`src/rtl/pmu_pkg.sv`:
```
// Shared definitions for the post-boot power-control sequencer.
//   - FSM state encodings and CPU power-control command codes
//   - default delay constants (STEP_DLY, POR_LOW_CYC), 25 MHz cycles
//   - hold-output bundle and the state -> hold mapping
package pmu_pkg;

    localparam int unsigned STATE_W = 4;
    localparam int unsigned CMD_W   = 2;

    localparam int unsigned PMU_FILT_CYC     = 16;
    localparam int unsigned PMU_STEP_DLY     = 501;
    localparam int unsigned PMU_POR_LOW_CYC  = 2500;
    localparam int unsigned PMU_BTN_HOLD_CYC = 100000000;

    typedef enum logic [STATE_W-1:0] {
        S_WAIT_DONE    = 4'd0,
        S_MONITOR      = 4'd1,
        S_REBOOT_POR   = 4'd2,
        S_REBOOT_REARM = 4'd3,
        S_OFF_POR      = 4'd4,
        S_OFF_18V      = 4'd5,
        S_OFF_08V      = 4'd6,
        S_OFF_VTT      = 4'd7,
        S_OFF_CLK      = 4'd8,
        S_OFF_ATX      = 4'd9,
        S_HALT         = 4'd10
    } pmu_state_e;

    typedef enum logic [CMD_W-1:0] {
        CMD_IDLE     = 2'b00,
        CMD_REBOOT   = 2'b01,
        CMD_SHUTDOWN = 2'b10,
        CMD_RSVD     = 2'b11
    } pmu_cmd_e;

    // Active-high hold gates, one per controlled group.
    typedef struct packed {
        logic atx;
        logic clk;
        logic vtt;
        logic v08;
        logic v18;
        logic por;
    } pmu_hold_t;

    // Holds implied by a state; rails dropped by earlier power-down steps stay dropped.
    // HALT and illegal encodings release nothing (all gates low).
    function automatic pmu_hold_t hold_for_state(input pmu_state_e s);
        pmu_hold_t h;
        h = '1;
        case (s)
            S_WAIT_DONE, S_MONITOR, S_REBOOT_REARM: h = '1;
            S_REBOOT_POR, S_OFF_POR:                h.por = 1'b0;
            S_OFF_18V: {h.v18, h.por} = '0;
            S_OFF_08V: {h.v08, h.v18, h.por} = '0;
            S_OFF_VTT: {h.vtt, h.v08, h.v18, h.por} = '0;
            S_OFF_CLK: {h.clk, h.vtt, h.v08, h.v18, h.por} = '0;
            default:   h = '0;
        endcase
        return h;
    endfunction

endpackage

```
`src/rtl/pmu_sync_filt.sv`:
```
// 2-FF synchroniser followed by a stability filter.
// The filtered output takes a new value only after the synchronised value has
// been unchanged (and different from the current output) for FILT_CYC cycles.
//   clk_i, reset_n_i : clock, async active-low reset (output loads RST_VAL)
//   async_i          : asynchronous input
//   filt_o           : synchronised, filtered value
module pmu_sync_filt
    import pmu_pkg::*;
#(
    parameter int unsigned     WIDTH    = 1,
    parameter int unsigned     FILT_CYC = PMU_FILT_CYC,
    parameter logic [WIDTH-1:0] RST_VAL = '0
) (
    input  logic             clk_i,
    input  logic             reset_n_i,
    input  logic [WIDTH-1:0] async_i,
    output logic [WIDTH-1:0] filt_o
);

    localparam int unsigned CNT_W = $clog2(FILT_CYC + 1);

    logic [WIDTH-1:0] sync1_q, sync1_d;
    logic [WIDTH-1:0] sync2_q, sync2_d;
    logic [WIDTH-1:0] prev_q, prev_d;
    logic [WIDTH-1:0] filt_q, filt_d;
    logic [CNT_W-1:0] cnt_q, cnt_d;
    logic [CNT_W-1:0] run_c;

    // Count consecutive cycles the synchronised value differs from the output
    // without changing itself; a change restarts the run at one.
    always_comb begin
        sync1_d = async_i;
        sync2_d = sync1_q;
        prev_d  = sync2_q;
        filt_d  = filt_q;
        cnt_d   = '0;
        run_c   = CNT_W'(1);
        if (sync2_q != filt_q) begin
            if (sync2_q == prev_q) begin
                run_c = cnt_q + CNT_W'(1);
            end
            if (run_c >= CNT_W'(FILT_CYC)) begin
                filt_d = sync2_q;
            end else begin
                cnt_d = run_c;
            end
        end
    end

    always_ff @(posedge clk_i or negedge reset_n_i) begin
        if (!reset_n_i) begin
            sync1_q <= RST_VAL;
            sync2_q <= RST_VAL;
            prev_q  <= RST_VAL;
            filt_q  <= RST_VAL;
            cnt_q   <= '0;
        end else begin
            sync1_q <= sync1_d;
            sync2_q <= sync2_d;
            prev_q  <= prev_d;
            filt_q  <= filt_d;
            cnt_q   <= cnt_d;
        end
    end

    assign filt_o = filt_q;

endmodule

```
`src/rtl/pmu_pwr_ctl_seq.sv`:
```
// Post-boot power-control sequencer: after the power-up flow completes it
// watches the CPU PWR_CTR pins (and optionally a power button) and performs a
// reboot POR pulse or a reverse-order rail shutdown. Hold outputs are
// active-high and ANDed externally with the power-up sequencer's outputs.
// Optional feature macro: PMU_PWRBTN_EN (front-panel button shutdown path).
//   clk_i, reset_n_i  : 25 MHz clock, async active-low reset
//   pwr_flow_done_i   : power-up flow complete (synchronous)
//   pwr_ctr_i[1:0]    : CPU power-control request (asynchronous)
//   pwr_btn_n_i       : front-panel button, active-low (asynchronous)
//   *_hold_o          : gates for POR, 1.8 V, 0.8 V, VTT group, clocks, ATX
//   halted_o          : shutdown complete
//   state_o[3:0]      : current FSM state
module pmu_pwr_ctl_seq
    import pmu_pkg::*;
#(
    parameter int unsigned FILT_CYC     = PMU_FILT_CYC,
    parameter int unsigned STEP_DLY     = PMU_STEP_DLY,
    parameter int unsigned POR_LOW_CYC  = PMU_POR_LOW_CYC,
    parameter int unsigned BTN_HOLD_CYC = PMU_BTN_HOLD_CYC
) (
    input  logic               clk_i,
    input  logic               reset_n_i,
    input  logic               pwr_flow_done_i,
    input  logic [CMD_W-1:0]   pwr_ctr_i,
    input  logic               pwr_btn_n_i,
    output logic               por_hold_o,
    output logic               v18_hold_o,
    output logic               v08_hold_o,
    output logic               vtt_hold_o,
    output logic               clk_hold_o,
    output logic               atx_hold_o,
    output logic               halted_o,
    output logic [STATE_W-1:0] state_o
);

    pmu_state_e       state_q, state_d;
    logic [31:0]      step_cnt_q, step_cnt_d;
    pmu_hold_t        hold_q, hold_d;
    logic             halted_q, halted_d;
    logic [CMD_W-1:0] cmd_filt;
    logic             btn_req_c;
    logic             step_done_c;

    pmu_sync_filt #(
        .WIDTH    (CMD_W),
        .FILT_CYC (FILT_CYC),
        .RST_VAL  (CMD_IDLE)
    ) u_ctr_filt (
        .clk_i     (clk_i),
        .reset_n_i (reset_n_i),
        .async_i   (pwr_ctr_i),
        .filt_o    (cmd_filt)
    );

`ifdef PMU_PWRBTN_EN
    logic        btn_filt;
    logic [31:0] btn_cnt_q, btn_cnt_d;

    pmu_sync_filt #(
        .WIDTH    (1),
        .FILT_CYC (FILT_CYC),
        .RST_VAL  (1'b1)
    ) u_btn_filt (
        .clk_i     (clk_i),
        .reset_n_i (reset_n_i),
        .async_i   (pwr_btn_n_i),
        .filt_o    (btn_filt)
    );

    // Press must stay low for BTN_HOLD_CYC consecutive monitored cycles.
    always_comb begin
        btn_cnt_d = '0;
        btn_req_c = 1'b0;
        if (state_q == S_MONITOR && !btn_filt) begin
            btn_req_c = (btn_cnt_q == 32'(BTN_HOLD_CYC - 1));
            btn_cnt_d = btn_cnt_q + 32'd1;
        end
    end

    always_ff @(posedge clk_i or negedge reset_n_i) begin
        if (!reset_n_i) begin
            btn_cnt_q <= '0;
        end else begin
            btn_cnt_q <= btn_cnt_d;
        end
    end
`else
    logic unused_btn;
    assign unused_btn = ^{pwr_btn_n_i, BTN_HOLD_CYC};
    assign btn_req_c  = 1'b0;
`endif

    assign step_done_c = (step_cnt_q == 32'(STEP_DLY - 1));

    // Next state; shutdown has priority over reboot and cannot be aborted.
    always_comb begin
        state_d = state_q;
        case (state_q)
            S_WAIT_DONE: begin
                if (pwr_flow_done_i) state_d = S_MONITOR;
            end
            S_MONITOR: begin
                if (cmd_filt == CMD_SHUTDOWN || btn_req_c) state_d = S_OFF_POR;
                else if (cmd_filt == CMD_REBOOT)           state_d = S_REBOOT_POR;
            end
            S_REBOOT_POR: begin
                if (step_cnt_q == 32'(POR_LOW_CYC - 1)) state_d = S_REBOOT_REARM;
            end
            S_REBOOT_REARM: begin
                if (cmd_filt == CMD_SHUTDOWN)  state_d = S_OFF_POR;
                else if (cmd_filt == CMD_IDLE) state_d = S_MONITOR;
            end
            S_OFF_POR: if (step_done_c) state_d = S_OFF_18V;
            S_OFF_18V: if (step_done_c) state_d = S_OFF_08V;
            S_OFF_08V: if (step_done_c) state_d = S_OFF_VTT;
            S_OFF_VTT: if (step_done_c) state_d = S_OFF_CLK;
            S_OFF_CLK: if (step_done_c) state_d = S_OFF_ATX;
            S_OFF_ATX: if (step_done_c) state_d = S_HALT;
            S_HALT:    state_d = S_HALT;
            default:   state_d = S_HALT;
        endcase

        step_cnt_d = (state_d != state_q) ? 32'd0 : step_cnt_q + 32'd1;
        // Outputs follow the current state, so they change one cycle after entry.
        hold_d     = hold_for_state(state_q);
        halted_d   = (state_q == S_HALT);
    end

    always_ff @(posedge clk_i or negedge reset_n_i) begin
        if (!reset_n_i) begin
            state_q    <= S_WAIT_DONE;
            step_cnt_q <= '0;
            hold_q     <= '1;
            halted_q   <= 1'b0;
        end else begin
            state_q    <= state_d;
            step_cnt_q <= step_cnt_d;
            hold_q     <= hold_d;
            halted_q   <= halted_d;
        end
    end

    assign por_hold_o = hold_q.por;
    assign v18_hold_o = hold_q.v18;
    assign v08_hold_o = hold_q.v08;
    assign vtt_hold_o = hold_q.vtt;
    assign clk_hold_o = hold_q.clk;
    assign atx_hold_o = hold_q.atx;
    assign halted_o   = halted_q;
    assign state_o    = state_q;

endmodule

```
`config.mk`:
```
export PLATFORM = sky130hd
export DESIGN_NAME = pmu_pwr_ctl_seq
export DESIGN_NICKNAME = d
export VERILOG_FILES = /design/src/rtl/pmu_pkg.sv /design/src/rtl/pmu_sync_filt.sv /design/src/rtl/pmu_pwr_ctl_seq.sv
export SDC_FILE = /design/constraint.sdc
export NUM_CORES = 1
export LEC_CHECK = 0
export CORE_ASPECT_RATIO = 1.5
export CORE_MARGIN = 4
export CORE_UTILIZATION = 44
export DETAILED_ROUTE_END_ITERATION = 6
export SLEW_MARGIN = 20
export SYNTH_ARGS = -nofsm -noshare
export SYNTH_HDL_FRONTEND = slang
export SYNTH_SLANG_ARGS = --single-unit
```
`constraint.sdc`:
```
create_clock -name clk_i -period 2.8 [get_ports clk_i]
set_input_delay 0.84 -clock clk_i [delete_from_list [all_inputs] [get_ports clk_i]]
set_output_delay 0.84 -clock clk_i [all_outputs]
set_load 0.02 [all_outputs]
```
==> impl_metrics.sql <==
INSERT INTO impl_metrics (metric_group, metric, value, unit) VALUES
('drt', 'wirelength_met1', '2.54', 'mm'),
('hold_path', 'hold_class', 'reg2reg', ''),
('timing', 'tightestPinTransition', '0.600', 'ns'),
('clock_network', 'clock-sinks', '56', ''),
('critical_path', 'critPathLaunch', 'state_o[1]$_DFF_PN0_', ''),
('logic_synthesis', 'yosys_register_bits', '56', ''),
('place', 'dp_hpwl', '4.08', 'mm'),
('drt', 'drtIter0Drc', '97', ''),
('clock_network', 'clkTransAtPathRegs', '0.11', 'ns'),
('layout', 'nets', '323', ''),
('drt', 'highest_layer', 'met4', ''),
('global_route', 'antenna_found_initial', '0', ''),
('global_route', 'global_route.usage.total', '0.163', ''),
('drt', 'routed_wire_length_per_instance', '14.8', 'um'),
('floorplan', 'die_height', '108', 'um'),
('logic_synthesis', 'synth_area', '2930', 'um^2'),
('timing', 'rsz0062_at_grt', 'no', ''),
('layout', 'final_layout_size_suffix_gt1_frac', '0.137', ''),
('critical_path', 'timing.rr.start', 'step_cnt_q[21]$_DFF_PN0_', ''),
('layout', 'fin_area', '3270', 'um^2'),
('global_route', 'grt_first_pass_wirelength', '10.3', 'mm'),
('timing', 'finalCriticalPeriod', '2.51', 'ns'),
('hold_path', 'hold_depth', '0', ''),
('place', 'numPortBuffers', '15', ''),
('logic_synthesis', 'mapped_nets', '309', ''),
('power', 'combinationalPowerShare', '0.244', ''),
('power', 'netSwitchingFraction', '0.338', ''),
('critical_path', 'worst_path_largest_cell_delay', '0.70', 'ns'),
('global_route', 'first_global_vias', '2175', ''),
('timing', 'timing.setup.tns', '0', 'ns'),
('power', 'sequentialPowerShare', '0.532', ''),
('timing', 'max_clock_freq', '398', 'MHz'),
('critical_path', 'cp_num_buf_inv', '1', ''),
('layout', 'filler_cell_count', '627', ''),
('clock_network', 'tritoncts.num_buffers', '5', ''),
('timing', 'timing.final.max_slew_violations', '0', ''),
('clock_network', 'tritoncts', 'built', ''),
('logic_synthesis', 'post_synth.cell_area_avg', '9.76', 'um^2'),
('critical_path', 'critical_path.reg2reg.endpoint', 'step_cnt_q[22]$_DFF_PN0_', ''),
('clock_network', 'clock_tree.buffer_depth', '2', ''),
('layout', 'instances_no_fill', '391', ''),
('timing', 'hold_viol_final', '0', ''),
('logic_synthesis', 'synth_edf_count', '0', ''),
('floorplan', 'floorplan.io_pins', '17', ''),
('logic_synthesis', 'yosysWarnings', '0', ''),
('layout', 'diodes', '0', ''),
('power', 'p_per_area', '622', 'nW/um^2'),
('global_route', 'grt-ovfl-total', '0', ''),
('drt', 'drt-pass1-iter-count', '4', ''),
('critical_path', 'timing.critical_path.slowest_stage_cell', 'clkdlybuf4s50_1', ''),
('drt', 'dr_wl_met2', '3.03', 'mm'),
('hold_path', 'hold_path_startpoint', 'u_ctr_filt.sync1_q[0]$_DFF_PN0_', ''),
('run_status', 'run_status', 'complete, no violations', ''),
('clock_network', 'cts-htree-levels', '2', ''),
('logic_synthesis', 'synth.yosys.seq_area_share', '0.481', ''),
('job', 'drv_cap', '0', ''),
('drt', 'final_antenna_net_count', '0', ''),
('critical_path', 'worst_setup_sp_type', 'register', ''),
('logic_synthesis', 'synth-main-ff-cell', 'dfrtp_1', ''),
('clock_network', 'post_cts_buffers', '0', ''),
('place', 'placed_instances', '383', ''),
('logic_synthesis', 'syn-instance-count', '300', ''),
('critical_path', 'timing.critical_path.arrival', '1.67', 'ns'),
('critical_path', 'kind_of_end_point_of_the_critical_path', 'output port', ''),
('critical_path', 'criticalPathCategory', 'reg2out', ''),
('drt', 'routed-via-count', '2182', ''),
('clock_network', 'clkLatencyLatePin', '0.32', 'ns'),
('power', 'leakagePower', '1.35', 'nW'),
('power', 'internal-power', '1.35', 'mW'),
('timing', 'holdWs', '0.358', 'ns'),
('logic_synthesis', 'synth_async_sr_flop_share', '1.00', '');
## worst max path at each step
stage                                          end  slack [ns]  cells after the start
final                                   state_o[1]        0.29                      1
after global routing      step_cnt_q[22]$_DFF_PN0_        0.19                      6
after CTS                               state_o[1]        0.27                      1
after detailed placement  step_cnt_q[16]$_DFF_PN0_        0.30                      7
after global placement    step_cnt_q[22]$_DFF_PN0_        0.31                      6
after floorplan           step_cnt_q[21]$_DFF_PN0_        0.68                      7
## layout by cell type (no fill, tap or decap), types with 9 or more instances in the layout
cell,synthesis,routed
nor2_1,27,27
clkdlybuf4s50_1,0,14
nand3_1,23,23
nand4_1,12,12
nand2_1,14,14
dfrtp_1,50,50
nor3_1,30,30
xnor2_1,31,31
inv_1,10,10
nor4_1,9,9
## power by group through the flow
stage                     combinational [mW]  clock (mW)  sequential (mW)
after floorplan                        0.345           0             1.08
after global placement                 0.497           0             1.10
after detailed placement               0.503           0             1.10
after CTS                              0.504       0.481             1.09
after global routing                   0.557       0.509             1.11
final                                  0.496       0.456             1.08
## cells in the mapped netlist (2+ instances only)
master	count
a31oi_1	4
ha_1	3
nor3_1	30
nand4_1	12
or3_1	2
o21bai_1	2
and3_1	3
nor4_4	2
clkbuf_1	8
nand3_1	23
nor3b_1	2
nand2b_1	3
nor4_1	9
nor2_1	27
o21ai_0	6
nand2_1	14
and4_1	2
buf_2	6
inv_1	10
or2_2	4
dfstp_2	6
dfrtp_1	50
or4_1	2
xnor2_1	31
a21oi_1	5
nor3_2	3
xor2_1	8
buf_4	2
## per-stage QoR
step,power (mW),util,setup WS (ns)
4_1_cts,2.07,0.505,0.271
6_report,2.04,0.505,0.286
5_1_grt,2.17,0.505,0.190
2_1_floorplan,1.42,-,0.685
3_3_place_gp,1.60,0.490,0.313
3_5_place_dp,1.61,0.490,0.302
## area by class of cell
class	instances	area, um^2	area share
flip-flops and latches	56	1410	0.430
multi-input cells	216	1390	0.425
repair buffers	25	245	0.0749
well taps	76	95.1	0.0290
clock buffers	5	68.8	0.0210
inverters	10	37.5	0.0115
clock inverters	3	26.3	0.00802
## repair_timing
action,CTS,global route
setup endpoints to repair,0,6
gates resized for setup,0,1
hold buffers,0,0
## state kept, by name, indices dropped and copies added, names as in the netlist, 2 cells and up
name	flops
u_ctr_filt.filt_o	2
step_cnt_q	32
u_ctr_filt.cnt_q	5
state_o	4
u_ctr_filt.sync1_q	2
u_ctr_filt.prev_d	2
u_ctr_filt.prev_q	2
## cell families after synthesis
family	Yosys count	synth area share
flops	56	0.481
mux	1	0.00385
buf+inv	28	0.0436
xor+xnor	39	0.117
fa+ha+maj	3	0.0128
compound gates	27	0.0624
other cells	1	0.00128
simple gates	145	0.278
## per-layer routing
metal,GRT usage,vias up
li1,-,1086
met1,0.196,1060
met2,0.284,28
met3,0.0280,8
met4,0.0585,0
met5,0,-
Note: power is estimated with default switching activity, not from simulation.
